[config.mk]
export PLATFORM = sky130hd
export DESIGN_NAME = lsu_ctrl_flat
export DESIGN_NICKNAME = d
export VERILOG_FILES = /design/src/rtl/lsu_pkg.sv /design/src/rtl/lsu_mem_if.sv /design/src/rtl/lsu_align.sv /design/src/rtl/lsu_ctrl.sv /design/src/flat_wrapper.sv
export SDC_FILE = /design/constraint.sdc
export NUM_CORES = 1
export LEC_CHECK = 0
export BUFFER_PORTS_ARGS = -buffer_cell sky130_fd_sc_hd__buf_2
export CAP_MARGIN = 20
export CORE_ASPECT_RATIO = 0.8
export CORE_UTILIZATION = 45
export DETAILED_ROUTE_END_ITERATION = 10
export GPL_ROUTABILITY_DRIVEN = 0
export HOLD_SLACK_MARGIN = 0.02
export PLACE_DENSITY_LB_ADDON = 0.1
export SLEW_MARGIN = 20
export SYNTH_ARGS = -nofsm -noshare
export SYNTH_HDL_FRONTEND = slang
export SYNTH_HIERARCHICAL = 1
export SYNTH_SLANG_ARGS = --single-unit
[constraint.sdc]
create_clock -name clk -period 1.5 [get_ports clk]
set_input_delay 0.3 -clock clk [delete_from_list [all_inputs] [get_ports clk]]
set_output_delay 0.3 -clock clk [all_outputs]
set_load 0.03 [all_outputs]
[src/rtl/lsu_pkg.sv]
// Shared encodings and decode helpers for the load/store unit controller.
package lsu_pkg;

    localparam logic [2:0] CTR_B  = 3'b000;
    localparam logic [2:0] CTR_H  = 3'b001;
    localparam logic [2:0] CTR_W  = 3'b010;
    localparam logic [2:0] CTR_BU = 3'b100;
    localparam logic [2:0] CTR_HU = 3'b101;

    typedef enum logic [1:0] {ST_IDLE, ST_REQ, ST_WAIT, ST_DONE} lsu_state_e;
    typedef enum logic [1:0] {SZ_B, SZ_H, SZ_W} lsu_size_e;

    function automatic logic ctr_illegal(input logic [2:0] ctr);
        return !(ctr inside {CTR_B, CTR_H, CTR_W, CTR_BU, CTR_HU});
    endfunction

    function automatic lsu_size_e ctr_size(input logic [2:0] ctr);
        if (ctr[1:0] == 2'b00) return SZ_B;
        if (ctr[1:0] == 2'b01) return SZ_H;
        return SZ_W;
    endfunction

    function automatic logic ctr_signed(input logic [2:0] ctr);
        return !ctr[2];
    endfunction

    function automatic logic is_misaligned(input logic [2:0] ctr, input logic [1:0] off);
        case (ctr_size(ctr))
            SZ_H:    return off[0];
            SZ_W:    return off != 2'b00;
            default: return 1'b0;
        endcase
    endfunction

endpackage

[src/rtl/lsu_mem_if.sv]
// Word-wide memory request/response bus between the LSU (master) and memory (slave).
interface lsu_mem_if #(
    parameter int AW = 32,
    parameter int DW = 32
) ();
    logic          req_valid;
    logic          req_ready;
    logic          req_we;
    logic [AW-1:0] req_addr;
    logic [3:0]    req_wstrb;
    logic [DW-1:0] req_wdata;
    logic          rsp_valid;
    logic [DW-1:0] rsp_rdata;

    modport master (
        output req_valid, req_we, req_addr, req_wstrb, req_wdata,
        input  req_ready, rsp_valid, rsp_rdata
    );

    modport slave (
        input  req_valid, req_we, req_addr, req_wstrb, req_wdata,
        output req_ready, rsp_valid, rsp_rdata
    );
endinterface

[src/rtl/lsu_align.sv]
// Byte-lane steering for stores and shift/extend for loads (purely combinational).
module lsu_align
    import lsu_pkg::*;
(
    input  logic [2:0]  ctr_i,
    input  logic [1:0]  off_i,
    input  logic [31:0] wd_i,
    input  logic [31:0] rdata_i,
    output logic [3:0]  wstrb_o,
    output logic [31:0] wdata_o,
    output logic [31:0] rd_o
);
    logic [31:0] shifted;
    logic        sext;

    assign shifted = rdata_i >> {off_i, 3'b000};
    assign sext    = ctr_signed(ctr_i);

    always_comb begin
        wstrb_o = 4'b1111;
        wdata_o = wd_i;
        rd_o    = shifted;
        case (ctr_size(ctr_i))
            SZ_B: begin
                wstrb_o = 4'b0001 << off_i;
                wdata_o = {4{wd_i[7:0]}};
                rd_o    = {{24{sext & shifted[7]}}, shifted[7:0]};
            end
            SZ_H: begin
                wstrb_o = off_i[1] ? 4'b1100 : 4'b0011;
                wdata_o = {2{wd_i[15:0]}};
                rd_o    = {{16{sext & shifted[15]}}, shifted[15:0]};
            end
            default: ;
        endcase
    end
endmodule

[src/rtl/lsu_ctrl.sv]
// Single-outstanding load/store controller: accepts one op, issues one memory request, returns one result.
//
// state   | meaning
// IDLE    | ready for a new op
// REQ     | memory request presented, waiting for req_ready
// WAIT    | request accepted, waiting for response
// DONE    | one-cycle result pulse (out_valid)
module lsu_ctrl
    import lsu_pkg::*;
#(
    parameter int AW = 32,
    parameter int DW = 32
) (
    input  logic          clk,
    input  logic          rst_n,
    input  logic          in_valid_i,
    output logic          in_ready_o,
    input  logic          in_we_i,
    input  logic [2:0]    in_ctr_i,
    input  logic [AW-1:0] in_addr_i,
    input  logic [DW-1:0] in_wd_i,
    output logic          out_valid_o,
    output logic [DW-1:0] out_rd_o,
    output logic          out_err_o,
    lsu_mem_if.master     mem
);
    lsu_state_e    state_q, state_d;
    logic          we_q, we_d;
    logic [2:0]    ctr_q, ctr_d;
    logic [AW-1:0] addr_q, addr_d;
    logic [DW-1:0] wd_q, wd_d;
    logic [DW-1:0] rd_q, rd_d;
    logic          err_q, err_d;

    logic [3:0]    al_wstrb;
    logic [DW-1:0] al_wdata;
    logic [DW-1:0] al_rd;

    lsu_align u_align (
        .ctr_i   (ctr_q),
        .off_i   (addr_q[1:0]),
        .wd_i    (wd_q),
        .rdata_i (mem.rsp_rdata),
        .wstrb_o (al_wstrb),
        .wdata_o (al_wdata),
        .rd_o    (al_rd)
    );

    always_ff @(posedge clk or negedge rst_n) begin
        if (!rst_n) begin
            state_q <= ST_IDLE;
            we_q    <= 1'b0;
            ctr_q   <= '0;
            addr_q  <= '0;
            wd_q    <= '0;
            rd_q    <= '0;
            err_q   <= 1'b0;
        end else begin
            state_q <= state_d;
            we_q    <= we_d;
            ctr_q   <= ctr_d;
            addr_q  <= addr_d;
            wd_q    <= wd_d;
            rd_q    <= rd_d;
            err_q   <= err_d;
        end
    end

    always_comb begin
        state_d = state_q;
        we_d    = we_q;
        ctr_d   = ctr_q;
        addr_d  = addr_q;
        wd_d    = wd_q;
        rd_d    = rd_q;
        err_d   = err_q;
        case (state_q)
            ST_IDLE: begin
                if (in_valid_i) begin
                    we_d   = in_we_i;
                    ctr_d  = in_ctr_i;
                    addr_d = in_addr_i;
                    wd_d   = in_wd_i;
                    rd_d   = '0;
                    // Bad ops skip memory entirely and report straight from DONE.
                    if (ctr_illegal(in_ctr_i) || is_misaligned(in_ctr_i, in_addr_i[1:0])) begin
                        err_d   = 1'b1;
                        state_d = ST_DONE;
                    end else begin
                        err_d   = 1'b0;
                        state_d = ST_REQ;
                    end
                end
            end
            ST_REQ: begin
                if (mem.req_ready) state_d = ST_WAIT;
            end
            ST_WAIT: begin
                if (mem.rsp_valid) begin
                    rd_d    = we_q ? '0 : al_rd;
                    state_d = ST_DONE;
                end
            end
            ST_DONE: state_d = ST_IDLE;
            default: state_d = ST_IDLE;
        endcase
    end

    assign in_ready_o    = (state_q == ST_IDLE);
    assign out_valid_o   = (state_q == ST_DONE);
    assign out_rd_o      = rd_q;
    assign out_err_o     = err_q;

    assign mem.req_valid = (state_q == ST_REQ);
    assign mem.req_we    = we_q;
    assign mem.req_addr  = {addr_q[AW-1:2], 2'b00};
    assign mem.req_wstrb = we_q ? al_wstrb : 4'b0000;
    assign mem.req_wdata = al_wdata;
endmodule

[src/flat_wrapper.sv]
// flat-port wrapper written by rule: the top's interface ports become plain ports
module lsu_ctrl_flat import lsu_pkg::*;
#(
    parameter int AW = 32,
    parameter int DW = 32
)
  (clk, rst_n, in_valid_i, in_ready_o, in_we_i, in_ctr_i, in_addr_i, in_wd_i, out_valid_o, out_rd_o, out_err_o, mem_req_valid, mem_req_we, mem_req_addr, mem_req_wstrb, mem_req_wdata, mem_req_ready, mem_rsp_valid, mem_rsp_rdata);
  lsu_mem_if #(.AW(AW), .DW(DW)) mem_i ();
  input  logic clk;
  input  logic rst_n;
  input  logic in_valid_i;
  output logic in_ready_o;
  input  logic in_we_i;
  input  logic [2:0] in_ctr_i;
  input  logic [AW-1:0] in_addr_i;
  input  logic [DW-1:0] in_wd_i;
  output logic out_valid_o;
  output logic [DW-1:0] out_rd_o;
  output logic out_err_o;
  output wire logic [$bits(mem_i.req_valid)-1:0] mem_req_valid;
  output wire logic [$bits(mem_i.req_we)-1:0] mem_req_we;
  output wire logic [$bits(mem_i.req_addr)-1:0] mem_req_addr;
  output wire logic [$bits(mem_i.req_wstrb)-1:0] mem_req_wstrb;
  output wire logic [$bits(mem_i.req_wdata)-1:0] mem_req_wdata;
  input wire logic [$bits(mem_i.req_ready)-1:0] mem_req_ready;
  input wire logic [$bits(mem_i.rsp_valid)-1:0] mem_rsp_valid;
  input wire logic [$bits(mem_i.rsp_rdata)-1:0] mem_rsp_rdata;
  assign mem_req_valid = mem_i.req_valid;
  assign mem_req_we = mem_i.req_we;
  assign mem_req_addr = mem_i.req_addr;
  assign mem_req_wstrb = mem_i.req_wstrb;
  assign mem_req_wdata = mem_i.req_wdata;
  assign mem_i.req_ready = mem_req_ready;
  assign mem_i.rsp_valid = mem_rsp_valid;
  assign mem_i.rsp_rdata = mem_rsp_rdata;
  lsu_ctrl #(.AW(AW), .DW(DW)) u_core (.clk(clk), .rst_n(rst_n), .in_valid_i(in_valid_i), .in_ready_o(in_ready_o), .in_we_i(in_we_i), .in_ctr_i(in_ctr_i), .in_addr_i(in_addr_i), .in_wd_i(in_wd_i), .out_valid_o(out_valid_o), .out_rd_o(out_rd_o), .out_err_o(out_err_o), .mem(mem_i));
endmodule
### Yosys cells after proc, flatten, opt, wreduce, memory -nomap -nowiden

Index checks and enable logic that the tools add are counted.

| storage, ports and cells | value |
|---|---|
| input bits | 105 |
| logic and storage cells | 78 |
| RAM bits | 0 |
| latch bits | 0 |
| register bits | 103 |
| memories | 0 |
| bits in read-only memories | 0 |

| operators by class | value |
|---|---|
| magnitude comparators | 0 |
| equal/unequal tests | 15 |
| bitwise operators | 2 |
| multiply operators | 0 |
| multiplexer cells | 38 |
| $add $sub $neg | 0 |
| shift operators | 2 |
| reduce and logical (&&, ||, !) cells | 14 |
| divide/modulo/power cells | 0 |

Operators with widths:

| kind | count |
|---|---|
| $pmux W32 S2 | 3 |
| $mux W32 | 3 |
| $shr A32 B5 Y32 | 1 |
| $mux W2 | 14 |
| $mux W1 | 13 |
| $eq A2 B1 Y1 const B | 5 |
| $logic_not A2 Y1 | 4 |
| $mux W4 | 2 |
| $pmux W2 S4 | 1 |
| $pmux W4 S2 | 1 |
| $eq A2 B2 Y1 const B | 3 |
| $eq A3 B3 Y1 const B | 2 |
| $reduce_and A3 Y1 | 2 |
| $reduce_bool A5 Y1 | 1 |
| $ne A2 B2 Y1 const B | 2 |
| $reduce_bool A2 Y1 | 2 |
| $shl A1 B2 Y4 const A | 1 |
| $eq A3 B1 Y1 const B | 1 |
| $eq A3 B2 Y1 const B | 1 |
| $logic_not A3 Y1 | 1 |
| $and A1 B1 Y1 | 2 |
| $logic_not A1 Y1 | 2 |
| $ne A2 B1 Y1 const B | 1 |
| $pmux W1 S2 | 1 |
| 2 further kinds | 2 |

### Logic depth before layout (Yosys ltp)

Gate-level depths: netlist (run 1).

| logic depth | value |
|---|---|
| word-level depth | 19 |
| gate-level depth with buffers | 7 |

### By module

Netlist (run 1), hierarchy kept.

By module, submodules not included:

| module | sequential area each (sq um) | times used | cells each | area each (sq um) |
|---|---|---|---|---|
| lsu_ctrl | 2577.5 | 1 | 343 | 4464.3 |
| lsu_align | 0.0 | 1 | 174 | 1243.7 |

### Worst setup path after synthesis (run 1)

No wires, ideal clock.

| timing path | value |
|---|---|
| path kind | reg2out |
| start | register u_core.ctr_q[1] |
| end | output port mem_req_wdata[24] |
| required time | 1.200 ns |
| buffers on the path | 2 |
| path slack | -0.263 ns |
| data arrival time | 1.463 ns |
| stages on the path, launching flop included | 4 |
| cell sequence | dfrtp_1 buf_2 buf_2 o21ai_0 |

| on the way | value |
|---|---|
| cells in the longest elaborated chain, start to end | 7 |

Ends and longest elaborated chain:

| item | line | text |
|---|---|---|
| start: declaration | lsu_ctrl.sv:29 | `logic [2:0] ctr_q, ctr_d;` |
| start signal: assignment | lsu_ctrl.sv:61 | `ctr_q <= ctr_d;` |
| $eq A2 B1 Y1 | lsu_pkg.sv:19 | `if (ctr[1:0] == 2'b01) return SZ_H;` |
| $mux W1 (2 in series) | lsu_pkg.sv:19 |  |
| $mux W2 | lsu_pkg.sv:20 | `return SZ_W;` |
| $mux W2 (*) | lsu_pkg.sv:19 |  |
| $eq A2 B1 Y1 or $logic_not A2 Y1 (tied branches) | lsu_align.sv:23 | `case (ctr_size(ctr_i))` |
| $pmux W32 S2 (*) | lsu_align.sv:23 |  |
| end: declaration | flat_wrapper.sv:24 | `output wire logic [$bits(mem_i.req_wdata)-1:0] mem_req_wdata;` |

Mark *: on every way between the ends. The rest lies on a longest branch, timed or not. The select of a mux whose other input is x is not followed.

### Final worst setup path (run 1)

| timing path | value |
|---|---|
| start | register u_core.ctr_q[0] |
| end | output port mem_req_wdata[11] |

Same word-level chain as after synthesis.

==> flow_metrics.env, run 1 <==
export IMPL_drtPass1Iterations=5
export IMPL_internal_power_mw=12.8
export IMPL_worstSkewPairLatency_ps=360
export IMPL_hold_depth=2
export IMPL_cts_root_buf="clkbuf_16"
export IMPL_die_boundary_height_um=103
export IMPL_cp_arrival_ps=1550
export IMPL_flow_area_growth_from_synthesis_pct=47.1
export IMPL_synth_adder_area_share_pct=1.10
export IMPL_run_status="finished, violations left"
export IMPL_seqCellArea_mm2=0.00258
export IMPL_worstReg2RegStart="u_core/addr_q[0]"
export IMPL_synthDominantAreaCellType="dfrtp_1"
export IMPL_synthesis_instances=517
export IMPL_die_width_um=128
export IMPL_post_route_cells_drive_above_1_share_pct=58.4
export IMPL_critPathRequiredTime_ps=1200
export IMPL_ys_seq_area_share_pct=45.2
export IMPL_multi_input_comb_area_mm2=0.00296
export IMPL_hold_path_startpoint="in_wd_i[0]"
export IMPL_startpoint="u_core/ctr_q[0]"
export IMPL_worst_r2r_endpoint="u_core/out_rd_o[22]"
export IMPL_vias=4674
export IMPL_yosys_area_share_xor_xnor_pct=0
export IMPL_timing_final_setup_violations=131
export IMPL_wire_per_inst_um=18.0
export IMPL_drt_total_wl_um=16500
export IMPL_timing_critical_path_fanout_max=8
export IMPL_postRouteAntennaNets=0
export IMPL_power_density_mw_per_mm2=2740
export IMPL_synth_top_family_by_area="multiplexers"
export IMPL_vdd_ir_drop_worst_mv=1.74
export IMPL_tritoncts_num_buffers=9
export IMPL_timing_worst_setup_path_type="reg -> out"
export IMPL_muxShareOfSynthArea_pct=27.4
export IMPL_synth_compound_area_share_pct=7.52
export IMPL_global_route_overflow_total=0
export IMPL_timing_final_crit_share_pct=123
export IMPL_clock_fmax_mhz=540
export IMPL_power_sequential_fraction_pct=22.1
export IMPL_global_route_usage_total_pct=23.9
export IMPL_drv_max_cap_violation_count=0
export IMPL_max_clock_path_buffers=2
export IMPL_violations="negative setup slack"
export IMPL_synthSimpleGateAreaFrac_pct=7.58
export IMPL_via_per_inst=5.09
export IMPL_ios=210
export IMPL_whs_endpoint="u_core/wd_q[0]"
export IMPL_grt_setup_unrepaired="true"
export IMPL_finish_utilization_pct=68.5
export IMPL_dr_first_iter_drc_count=245
export IMPL_yosys_top_cells_area="dfrtp_1 45%, mux2_2 18%, mux2i_1 8.8%, buf_4 5.4%, nand2_1 4.3%"
export IMPL_antennaDiodeCount=0
export IMPL_initial_core_utilization_pct=46.6
export IMPL_synthDistinctLibCells=35
export IMPL_wire_length_of_the_first_global_routing_pass_um=23900
export IMPL_pwr_share_clk_pct=9.9
export IMPL_core_ar_mm2=0.0123
export IMPL_detailed_place_area_mm2=0.00696
export IMPL_holdCritPathClass="in -> reg"
export IMPL_reg2reg_slack_ps=-210
export IMPL_drc_errors=0
export IMPL_cts_tree="done"
export IMPL_ff2ff_path_depth=7
export IMPL_sw_frac_of_total_pct=44.3
export IMPL_cts_sinks=103
export IMPL_grt_antenna_before_repair=0
export IMPL_p_total_mw=23.0
export IMPL_power_static_leakage_nw=4.23
export IMPL_slew_viol_final=0
export IMPL_cp_launch_type="flop"
export IMPL_grt_pass1_vias=4620
export IMPL_die_area_mm2=0.0131
export IMPL_synth_cell_area_mm2=0.00571
export IMPL_cts_clk_slew_worst_paths_ps=70
export IMPL_finish_net_count=852
export IMPL_port_buffers=207
export IMPL_fillers=938
export IMPL_row_count=36
export IMPL_setup_slack_ps=-351
export IMPL_synthDominantCellAreaShare_pct=45.2
export IMPL_share_of_total_power_in_combinational_logic_pct=68.0
export IMPL_p_sw_mw=10.2
export IMPL_maximum_number_of_pins_on_one_net_before_global_route_repair=35
export IMPL_dp_hpwl_um=10300
export IMPL_post_route_cell_area_mm2=0.00840
export IMPL_synth_seq_cells=103
export IMPL_synth_yosys_warnings=6
export IMPL_timing_final_hold_violations=0
export IMPL_timing_final_crit_period_ps=1850
export IMPL_finalClockSkew_ps=7.66
export IMPL_cts_htree_levels=3
export IMPL_syn_area_per_cell_um2=11.0
export IMPL_worstSetupEndpointType="primary output"
## flip-flops by register name (all words and copies together) (netlist names)
signal	cells
u_core/state_q	2
u_core/out_rd_o	32
u_core/ctr_q	3
u_core/addr_q	32
u_core/out_err_o	1
u_core/mem.req_we	1
u_core/wd_q	32
## how the worst max path moves through the flow
stage,to,slack (ps),depth (start not counted)
after floorplan,mem_req_wdata[24],-90,3
after global placement,u_core/out_rd_o[31],-340,5
after detailed placement,u_core/out_rd_o[30],-410,5
after CTS,mem_req_wdata[11],-360,4
after global routing,mem_req_wdata[11],-410,4
final,mem_req_wdata[11],-350,4
## placed cells by master (no fill, tap or decap), types with 4 or more instances in the layout
cell type,Yosys,layout
o31ai_1,8,4
o21bai_1,4,4
nand2_1,66,61
nand2_2,0,4
a21oi_1,8,8
o22ai_1,7,7
o21ai_0,15,5
o211ai_1,16,16
buf_12,0,12
o21ai_2,0,5
mux2_4,1,69
ha_4,0,5
mux2_2,93,25
buf_6,8,34
dfrtp_2,0,4
buf_8,0,7
dfrtp_1,103,99
inv_1,37,34
o21ai_1,0,5
buf_4,41,34
clkbuf_16,0,14
buf_2,16,183
buf_16,0,6
o31ai_2,0,4
mux2i_1,50,49
nor2_1,9,7
## cells by family after synthesis
kind of cell,count (synthesis)
compound gates,62
fa+ha+maj,5
buf+inv,108
flops,103
mux,144
other cells,1
simple gates,94
## what timing repair did
| item | CTS | global route |
|---|---|---|
| pin swaps | 13 | 12 |
| endpoints found under the hold margin | 16 | 0 |
| gates cloned | 6 | 8 |
| endpoints found under the setup margin | 63 | 133 |
| resized for setup | 103 | 82 |
| hold buffers | 1 | 0 |
| setup buffers | 21 | 3 |
## layer usage
layer	track usage, %	vias to the layer above	share of wire, %
met5	0	-	0
met4	8.51	0	1.6
met3	7.58	20	7.8
met2	37.8	211	47
met1	31.1	2261	44
li1	-	2182	-
## critical path, cell delays in order (launching register included)
cell,delay (ps)
dfrtp_2,450
nor2_4,140
buf_12,150
mux2_4,310
buf_6,140
## cell usage after synthesis
cell	instances
nor3_4	1
a22oi_1	1
conb_1	1
mux2_2	93
or2_2	1
nor2b_1	4
nor2_1	9
nor4_1	2
o211ai_1	16
nor2_2	1
o21ai_0	15
nand2_1	66
nor2b_4	2
mux2_4	1
a21oi_4	1
dfrtp_1	103
buf_1	2
inv_1	37
and3b_1	1
nor3_1	1
a21oi_1	8
buf_4	41
nand2b_1	1
o21bai_1	4
o31ai_1	8
buf_6	8
clkbuf_1	4
o31a_1	1
nor3b_2	1
a32oi_4	1
and2_1	4
buf_2	16
ha_1	5
o22ai_1	7
mux2i_1	50
## layout make-up
type / count / area share (%)
clock buffer: 12 / 3.05
clock inverter: 4 / 0.343
inverter: 37 / 1.80
multi-input combinational: 309 / 35.3
sequential: 103 / 30.8
tap: 171 / 2.55
timing repair buffer: 282 / 26.2
## power groups by stage
stage,Sequential (mW),Clock [mW],Combinational (mW)
after detailed placement,5.02,0,11.9
after global placement,4.94,0,11.7
after global routing,5.28,2.44,16.4
after floorplan,5.58,0,8.60
final,5.08,2.27,15.6
after CTS,5.02,2.33,14.4
## stage by stage
stage	instances	hold WS [ps]	setup slack [ps]	TNS (ps)
6_report	918	171	-351	-17430
3_3_place_gp	867	212	-339	-8810
5_1_grt	918	163	-409	-24450
3_5_place_dp	867	217	-414	-10040
2_1_floorplan	518	4.41	-89.9	-717
4_1_cts	910	162	-361	-14160
(Power assumes the default switching activity.)
==> inputs of run 2 (changes only) <==
--- a/config.mk
+++ b/config.mk
@@ -13,6 +13,7 @@
 export GPL_ROUTABILITY_DRIVEN = 0
 export HOLD_SLACK_MARGIN = 0.02
 export PLACE_DENSITY_LB_ADDON = 0.1
+export RECOVER_POWER = 50
 export SLEW_MARGIN = 20
 export SYNTH_ARGS = -nofsm -noshare
 export SYNTH_HDL_FRONTEND = slang
==> run 2 against run 1 <==
  * The run still ends with negative setup slack left
  * Highest routed layer unchanged
  * Die area unchanged
  * Global-route usage unchanged
  * Sequential share of layout area up 0.11 points
  * Power about the same
  * Register-to-register slack about the same
  * Largest cell class unchanged
  * Non-clock buffer count unchanged
  * Via count up 1.2%
  * Critical path depth unchanged
  * Sequential cell count unchanged
  * Design area down 0.36%
  * Count of clock-buffer cells in the layout unchanged
  * Critical path type unchanged
  * Utilization down 0.25 points
==> flow_metrics.env, run 2 (synthesized netlist as in run 1, its figures left out) <==
export IMPL_fillers=942
export IMPL_internal_power_mw=12.8
export IMPL_slew_headroom_pct=64.2
export IMPL_cts_clk_slew_worst_paths_ps=70
export IMPL_drtPass1Iterations=4
export IMPL_finished_layout_cells=918
export IMPL_postRouteAntennaNets=0
export IMPL_wire_length_of_the_first_global_routing_pass_um=23900
export IMPL_commonest_cells_after_routing_fill_and_taps_aside="183 x buf_2, 99 x dfrtp_1, 69 x mux2_4"
export IMPL_share_of_total_power_in_combinational_logic_pct=68.0
export IMPL_via_per_inst=5.15
export IMPL_setup_slack_ps=-352
export IMPL_detailed_place_area_mm2=0.00696
export IMPL_finalClockSkew_ps=7.65
export IMPL_power_sequential_fraction_pct=22.1
export IMPL_flow_area_growth_from_synthesis_pct=46.6
export IMPL_ios=210
export IMPL_max_clock_path_buffers=2
export IMPL_drc_errors=0
export IMPL_global_route_overflow_total=0
export IMPL_cp_arrival_ps=1550
export IMPL_cp_launch_type="flop"
export IMPL_finish_net_count=852
export IMPL_critPathRequiredTime_ps=1200
export IMPL_power_static_leakage_nw=4.22
export IMPL_die_width_um=128
export IMPL_layout_commonest_cell="buf_2"
export IMPL_cpPeakStageDelay_ps=450
export IMPL_hold_depth=2
export IMPL_drv_max_cap_violation_count=0
export IMPL_dp_cells=867
export IMPL_cts_root_buf="clkbuf_16"
export IMPL_port_buffers=207
export IMPL_p_total_mw=23.0
export IMPL_crit_family="flip-flops"
export IMPL_sw_frac_of_total_pct=44.4
export IMPL_core_ar_mm2=0.0123
export IMPL_startpoint="u_core/ctr_q[0]"
export IMPL_row_count=36
export IMPL_clock_fmax_mhz=540
export IMPL_wire_per_inst_um=18.0
export IMPL_hold_path_startpoint="in_wd_i[0]"
export IMPL_drt_total_wl_um=16600
export IMPL_ff2ff_path_depth=7
export IMPL_worstReg2RegStart="u_core/addr_q[0]"
export IMPL_post_route_cell_area_mm2=0.00837
export IMPL_initial_core_utilization_pct=46.6
export IMPL_grt_antenna_before_repair=0
export IMPL_post_route_cells_drive_above_1_share_pct=58.4
export IMPL_worstSkewPairLatency_ps=360
export IMPL_cp_num_buf_inv=2
export IMPL_die_area_mm2=0.0131
export IMPL_power_density_mw_per_mm2=2750
export IMPL_dp_hpwl_um=10300
export IMPL_worst_r2r_endpoint="u_core/out_rd_o[30]"
export IMPL_slew_viol_final=0
export IMPL_dr_first_iter_drc_count=245
export IMPL_timing_worst_setup_path_type="reg -> out"
export IMPL_timing_final_hold_violations=0
export IMPL_vias=4730
export IMPL_timing_final_crit_share_pct=123
export IMPL_multi_input_comb_area_mm2=0.00296
export IMPL_tritoncts_num_buffers=9
export IMPL_die_boundary_height_um=103
export IMPL_seqCellArea_mm2=0.00258
export IMPL_antennaDiodeCount=0
export IMPL_path_cells="nor2_4, buf_12, mux2_4, buf_6"
export IMPL_whs_endpoint="u_core/wd_q[0]"
export IMPL_reg2reg_slack_ps=-200
export IMPL_p_sw_mw=10.2
export IMPL_timing_critical_path_fanout_max=8
export IMPL_cts_sinks=103
export IMPL_cts_htree_levels=3
export IMPL_actual_transition_at_the_worst_max_transition_pin_ps=538
export IMPL_timing_final_setup_violations=131
export IMPL_vdd_ir_drop_worst_mv=1.74
export IMPL_worstSetupEndpointType="primary output"
export IMPL_crit_path_top_delay_cell="dfrtp_2"
export IMPL_timing_final_crit_period_ps=1850
export IMPL_holdCritPathClass="in -> reg"
export IMPL_violations="negative setup slack"
export IMPL_global_route_usage_total_pct=23.9
export IMPL_pre_cts_ws_ps=-414
export IMPL_cts_tree="done"
export IMPL_pwr_share_clk_pct=9.9
export IMPL_maximum_number_of_pins_on_one_net_before_global_route_repair=35
export IMPL_grt_pass1_vias=4620
export IMPL_run_status="finished, violations left"
export IMPL_grt_setup_unrepaired="true"
run 2: what timing repair did:
| item | in CTS | in global routing |
|---|---|---|
| cloned | 6 | 8 |
| endpoints found under the setup margin | 63 | 133 |
| hold buffers | 1 | 0 |
| setup buffers | 21 | 3 |
| hold endpoints to repair | 16 | 0 |
| gates resized for setup | 103 | 82 |
| pin swaps | 13 | 12 |
run 2: area by class of cell:
cell class              instances  area share (%)
multi-input cells             309            35.4
flip-flops and latches        103            30.9
repair buffers                282            25.9
clock buffers                  12            3.07
well taps                     171            2.56
inverters                      37            1.81
clock inverters                 4           0.344
run 2: metal layers:
metal	share of wire (%)	up-vias	track usage, %
li1	-	2180	-
met1	44	2309	31.1
met2	46	215	37.8
met3	8.0	26	7.58
met4	1.7	0	8.51
met5	0	-	0
run 2: worst max path at each step:
stage,endpoint,slack [ps],cells after the start
after floorplan,mem_req_wdata[24],-90,3
after global placement,u_core/out_rd_o[31],-340,5
after detailed placement,u_core/out_rd_o[30],-410,5
after CTS,mem_req_wdata[11],-360,4
after global routing,mem_req_wdata[11],-410,4
final,mem_req_wdata[11],-350,4
run 2: metrics by stage:
step / util (%) / hold slack (ps) / TNS, ps
2_1_floorplan: - / 4.41 / -717
3_3_place_gp: 56.8 / 212 / -8810
3_5_place_dp: 56.8 / 217 / -10040
4_1_cts: 64.8 / 162 / -14160
5_1_grt: 68.3 / 163 / -24450
6_report: 68.3 / 171 / -17510
run 2: power groups by stage:
stage | Sequential, mW | Clock [mW] | Combinational [mW]
finish | 5.08 | 2.27 | 15.7
global route | 5.28 | 2.44 | 16.4
CTS | 5.02 | 2.33 | 14.4
detailed placement | 5.02 | 0 | 11.9
global placement | 4.94 | 0 | 11.7
floorplan | 5.58 | 0 | 8.60
